**src/rtl/instr_decode_stage.sv**
```systemverilog
// instr_decode_stage: registered RV32I decode stage with valid/ready handshake and flush.
// Define DECODE_ILLEGAL_TRAP_EN to register an illegal flag; otherwise illegal encodings decode as NOP.
module instr_decode_stage #(
  parameter int REG_ADDR_W    = 5,
  parameter bit ZERO_RD_NO_WE = 1
) (
  input  logic                  clk,
  input  logic                  rst,
  input  logic                  flush,
  input  logic                  in_valid,
  output logic                  in_ready,
  input  logic [31:0]           instr,
  input  logic [31:0]           pc,
  output logic                  out_valid,
  input  logic                  out_ready,
  output logic [31:0]           pc_out,
  output logic [2:0]            funct3,
  output logic [6:0]            funct7,
  output logic                  src_sel,
  output logic                  alu_en,
  output logic                  op_a_pc,
  output logic [31:0]           immediate,
  output logic [REG_ADDR_W-1:0] rs1_addr,
  output logic [REG_ADDR_W-1:0] rs2_addr,
  output logic [REG_ADDR_W-1:0] rd_addr,
  output logic                  rd_we,
  output logic [2:0]            cls,
  output logic                  illegal
);
  localparam logic [6:0] OP = 7'b0110011, OPI = 7'b0010011, LUI = 7'b0110111, AUIPC = 7'b0010111;
  localparam logic [6:0] LOAD = 7'b0000011, STORE = 7'b0100011, BR = 7'b1100011;
  localparam logic [6:0] JAL = 7'b1101111, JALR = 7'b1100111;
  localparam logic [2:0] CLS_ALU = 3'd0, CLS_LOAD = 3'd1, CLS_STORE = 3'd2, CLS_BRANCH = 3'd3;
  localparam logic [2:0] CLS_JAL = 3'd4, CLS_JALR = 3'd5, CLS_NOP = 3'd6;
  localparam logic [6:0] ALT = 7'b0100000;
  typedef struct packed {
    logic [31:0]           pc;
    logic [2:0]            f3;
    logic [6:0]            f7;
    logic                  src;
    logic                  alu;
    logic                  apc;
    logic [31:0]           imm;
    logic [REG_ADDR_W-1:0] rs1;
    logic [REG_ADDR_W-1:0] rs2;
    logic [REG_ADDR_W-1:0] rd;
    logic                  we;
    logic [2:0]            cls;
  } bundle_t;
  bundle_t d, q;
  logic bad;
  logic [2:0] f3;
  logic [6:0] f7;
  logic [31:0] imm_i, imm_s, imm_b, imm_u, imm_j;
  logic load;
  assign f3 = instr[14:12];
  assign f7 = instr[31:25];
  assign imm_i = {{20{instr[31]}}, instr[31:20]};
  assign imm_s = {{20{instr[31]}}, instr[31:25], instr[11:7]};
  assign imm_b = {{19{instr[31]}}, instr[31], instr[7], instr[30:25], instr[11:8], 1'b0};
  assign imm_u = {instr[31:12], 12'b0};
  assign imm_j = {{11{instr[31]}}, instr[31], instr[19:12], instr[20], instr[30:21], 1'b0};
  always_comb begin
    d = '0;
    d.pc = pc;
    d.rs1 = instr[15 +: REG_ADDR_W];
    d.rs2 = instr[20 +: REG_ADDR_W];
    d.rd = instr[7 +: REG_ADDR_W];
    d.cls = CLS_NOP;
    bad = 1'b0;
    case (instr[6:0])
      OP: begin
        d.f3 = f3; d.f7 = f7; d.src = 1'b1; d.alu = 1'b1; d.we = 1'b1; d.cls = CLS_ALU;
        bad = !(f7 == '0 || (f7 == ALT && (f3 == 3'b000 || f3 == 3'b101)));
      end
      OPI: begin
        d.f3 = f3; d.f7 = (f3 == 3'b001 || f3 == 3'b101) ? f7 : '0;
        d.alu = 1'b1; d.imm = imm_i; d.we = 1'b1; d.cls = CLS_ALU;
        bad = f3 == 3'b001 ? f7 != '0 : f3 == 3'b101 ? !(f7 == '0 || f7 == ALT) : 1'b0;
      end
      LUI, AUIPC: begin
        d.rs1 = '0; d.alu = 1'b1; d.imm = imm_u; d.we = 1'b1; d.cls = CLS_ALU;
        d.apc = instr[6:0] == AUIPC;
      end
      LOAD:  begin d.alu = 1'b1; d.imm = imm_i; d.we = 1'b1; d.cls = CLS_LOAD; end
      STORE: begin d.alu = 1'b1; d.imm = imm_s; d.cls = CLS_STORE; end
      BR:    begin d.f3 = f3; d.src = 1'b1; d.imm = imm_b; d.cls = CLS_BRANCH; end
      JAL:   begin d.imm = imm_j; d.we = 1'b1; d.cls = CLS_JAL; end
      JALR:  begin d.alu = 1'b1; d.imm = imm_i; d.we = 1'b1; d.cls = CLS_JALR; end
      default: bad = 1'b1;
    endcase
    d.we = d.we & !(ZERO_RD_NO_WE && d.rd == '0);
    if (bad) begin
      d = '0;
      d.pc = pc;
      d.cls = CLS_NOP;
    end
  end
  assign in_ready = !out_valid | out_ready;
  assign load = in_valid & in_ready & !flush;
  always_ff @(posedge clk or posedge rst) begin
    if (rst) begin
      out_valid <= 1'b0;
      q <= '0;
      q.cls <= CLS_NOP;
    end else if (flush) begin
      out_valid <= 1'b0;
    end else if (load) begin
      out_valid <= 1'b1;
      q <= d;
    end else if (out_ready) begin
      out_valid <= 1'b0;
    end
  end
  assign {pc_out, funct3, funct7, src_sel, alu_en, op_a_pc, immediate,
          rs1_addr, rs2_addr, rd_addr, rd_we, cls} = q;
`ifdef DECODE_ILLEGAL_TRAP_EN
  logic ill_q;
  always_ff @(posedge clk or posedge rst) begin
    if (rst) ill_q <= 1'b0;
    else if (load) ill_q <= bad;
  end
  assign illegal = ill_q;
`else
  assign illegal = 1'b0;
`endif
endmodule
```
**config.mk**
```make
export PLATFORM = sky130hd
export DESIGN_NAME = instr_decode_stage
export DESIGN_NICKNAME = d
export VERILOG_FILES = /design/src/rtl/instr_decode_stage.sv
export SDC_FILE = /design/constraint.sdc
export NUM_CORES = 1
export LEC_CHECK = 0
export CAP_MARGIN = 15
export CORE_MARGIN = 3
export CORE_UTILIZATION = 39
export CTS_CLUSTER_SIZE = 30
export DETAILED_ROUTE_END_ITERATION = 8
export PLACE_DENSITY = 0.77
export SYNTH_ARGS = -nofsm -noshare
export SYNTH_HDL_FRONTEND = slang
export SYNTH_SLANG_ARGS = --single-unit
```
**constraint.sdc**
```tcl
create_clock -name clk -period 2.9 [get_ports clk]
set_input_delay 0.58 -clock clk [delete_from_list [all_inputs] [get_ports clk]]
set_output_delay 0.58 -clock clk [all_outputs]
set_load 0.01 [all_outputs]
```
==> flow_metrics.env <==
export IMPL_worstSkewPairLatency_ns=0.35
export IMPL_clock_path_buffers=2
export IMPL_grt_pass1_wl_mm=19.3
export IMPL_drtIter0Drc=251
export IMPL_start_kind="input port"
export IMPL_vias=3727
export IMPL_crit_top_cell="clkdlybuf4s50_1"
export IMPL_synth_cell_types=42
export IMPL_synthCells=419
export IMPL_synth_warnings=0
export IMPL_end_kind="primary output"
export IMPL_drv_cap=0
export IMPL_syn_to_final_growth_pct=48.2
export IMPL_min_period_over_period_pct=84.1
export IMPL_fp_coreArea_mm2=0.0100
export IMPL_worstMarginPinSlew_ns=0.742
export IMPL_crit_arrival_ns=1.86
export IMPL_path_cells="clkdlybuf4s50_1 -> nor2b_1 -> inv_1 -> clkdlybuf4s50_1"
export IMPL_synth_edf_count=0
export IMPL_max_slew_margin_rel_pct=50.4
export IMPL_detail_route_antenna_nets=0
export IMPL_synthTopCellsByArea="dfrtp_1, nand2_1, a32o_1"
export IMPL_start_util_pct=41.1
export IMPL_cts_tree="done"
export IMPL_fin_worst_skew_ns=0.00855
export IMPL_finalSetupTns_ns=0
export IMPL_crit_type="input port to primary output"
export IMPL_cts_sinks=97
export IMPL_seqCellArea_mm2=0.00243
export IMPL_numCtsBuffers=9
export IMPL_crit_end="in_ready"
export IMPL_drive_gt1_share_pct=5.98
export IMPL_ctsResizeCount=0
export IMPL_nFillCells=834
export IMPL_slew_viol_final=0
export IMPL_setup_viol=0
export IMPL_synth_most_common_cell="nand2_1"
export IMPL_io_buffers=166
export IMPL_fp_dieW_um=109
export IMPL_overflow=0
export IMPL_hold_class="flop to flop"
export IMPL_drc=0
export IMPL_yosysSeqAreaShare_pct=58.9
export IMPL_cts_hold_buffers=0
export IMPL_routed_via_density=5.19
export IMPL_reg2reg_depth=6
export IMPL_gp_congestion=0.877
export IMPL_grt_usage_pct=21.0
export IMPL_htree_levels=3
export IMPL_setup_ws_ns=0.461
export IMPL_synth_area_leader_cell="dfrtp_1"
export IMPL_diodes=0
export IMPL_finalNetCount=650
export IMPL_holdCritStartpoint="pc_out[1]"
export IMPL_synth_area_mm2=0.00413
export IMPL_slowest_stage="clkdlybuf4s50_1"
export IMPL_cp_max_fo=3
export IMPL_first_pass_iters=6
export IMPL_wirelength_mm=12.4
export IMPL_syn_mean_instance_area_um2=9.85
export IMPL_p_leak_nw=2.70
export IMPL_worst_r2r_setup_slack_ns=1.19
export IMPL_ys_top_cells_by_count="nand2_1, dfrtp_1, o21ai_0"
export IMPL_r2r_end="alu_en"
export IMPL_path_clk_slew_ns=0.08
export IMPL_synth_ff_type="dfrtp_1"
export IMPL_async_reset_ff_share_pct=100
export IMPL_cts_setup_buffers=0
export IMPL_preCtsSetupSlack_ns=0.183
export IMPL_multi_input_area_mm2=0.00154
export IMPL_synth_top_area_share_pct=57.6
export IMPL_rsz0062_at_grt="no"
export IMPL_min_period_ns=2.44
export IMPL_final_util_pct=60.9
export IMPL_status="completed"
export IMPL_cp_startpoint="out_ready"
export IMPL_fp_dieH_um=109
export IMPL_routedWlPerCell_um=17.3
export IMPL_max_vdd_ir_drop_v=0.000203
export IMPL_critPathRequiredTime_ns=2.32
export IMPL_io_pins=168
export IMPL_antenna_found_initial=0
export IMPL_synth_seq_cells=97
export IMPL_timing_rr_start="out_valid"
export IMPL_hold_viol=0
export IMPL_dp_final_hpwl_mm=9.34
export IMPL_num_rows=36
export IMPL_hold_ws_ns=0.479
export IMPL_design_power_total_mw=2.82
export IMPL_clock_fmax_mhz=410
export IMPL_slowest_delay_ns=0.50
export IMPL_p_per_area_mw_per_mm2=462
export IMPL_grt_max_degree=65
export IMPL_grt_pass1_vias=3708
export IMPL_dieArea_mm2=0.0119
export IMPL_synthesis_nets=488
export IMPL_root_buffer="clkbuf_8"
critical path: cells and delay by family:
family                 cells  cell delay, ns
AND/OR/NAND/NOR            1            0.28
buffers and inverters      3            1.00
report_power, final:
group | switching, mW | internal [mW]
Sequential | 0.0422 | 1.43
Clock | 0.442 | 0.394
Combinational | 0.240 | 0.275
state kept, by name, indices dropped and copies added, names as in the netlist, 3 cells and up:
register   flops
immediate     32
funct3         3
funct7         7
rd_addr        5
rs2_addr       5
rs1_addr       5
cls            3
pc_out        32
stage by stage:
stage          instances  area (µm²)
5_1_grt              718        6120
3_5_place_dp         703        5940
3_3_place_gp         703        5940
4_1_cts              718        6120
6_report             718        6120
2_1_floorplan        419        4130
cell type report:
type                            instances  area share [%]
Clock buffer                           12            2.21
Clock inverter                          3           0.695
Inverter                                6           0.429
Multi-Input combinational cell        287            25.2
Sequential cell                        97            39.7
Tap cell                              133            2.72
Timing Repair Buffer                  180            29.1
kinds of logic (layout without fill, tap and decap cells):
logic type / Yosys count / count (layout) / synth area share (%)
AO/OA/AOI/OAI: 101 / 101 / 16.3
XOR/XNOR: 2 / 2 / 0.424
buffers and inverters: 35 / 201 / 4.00
flip-flops: 97 / 97 / 58.9
multiplexers: 1 / 1 / 0.273
other: 1 / 1 / 0.0908
AND/OR/NAND/NOR: 182 / 182 / 20.0
cells in the final DEF (no fill, tap or decap), types with 3 or more instances in the layout:
cell type and count:
inv_1 5, and2_1 8, nand3_1 11, buf_4 13, nor2b_1 4, a32o_1 14
a22o_1 13, o21ai_1 10, a21oi_1 23, clkdlybuf4s50_1 166, nor2_1 10, a31oi_1 3
clkbuf_1 3, clkbuf_8 9, nand2_1 129, nor3_1 3, dfrtp_1 95, and3_1 6
o21ai_0 25, a22oi_1 4
how the worst min path moves through the flow:
stage	to	slack [ns]	cells after the start
3_3_place_gp	pc_out[21]	0.46	2
2_1_floorplan	cls[1]	0.48	2
3_5_place_dp	pc_out[1]	0.46	2
4_1_cts	pc_out[1]	0.48	2
6_report	pc_out[1]	0.48	2
5_1_grt	pc_out[30]	0.50	2
metal layers:
metal | wire (µm) | GRT usage (%) | vias up | part of all wire [%]
met4 | 180 | 7.39 | 0 | 1.5
met1 | 5100 | 26.1 | 1766 | 41
met5 | 0 | 0 | - | 0
li1 | - | - | 1753 | -
met2 | 5940 | 35.4 | 189 | 48
met3 | 1170 | 5.33 | 19 | 9.4
Note: power is estimated with default switching activity, not from simulation.
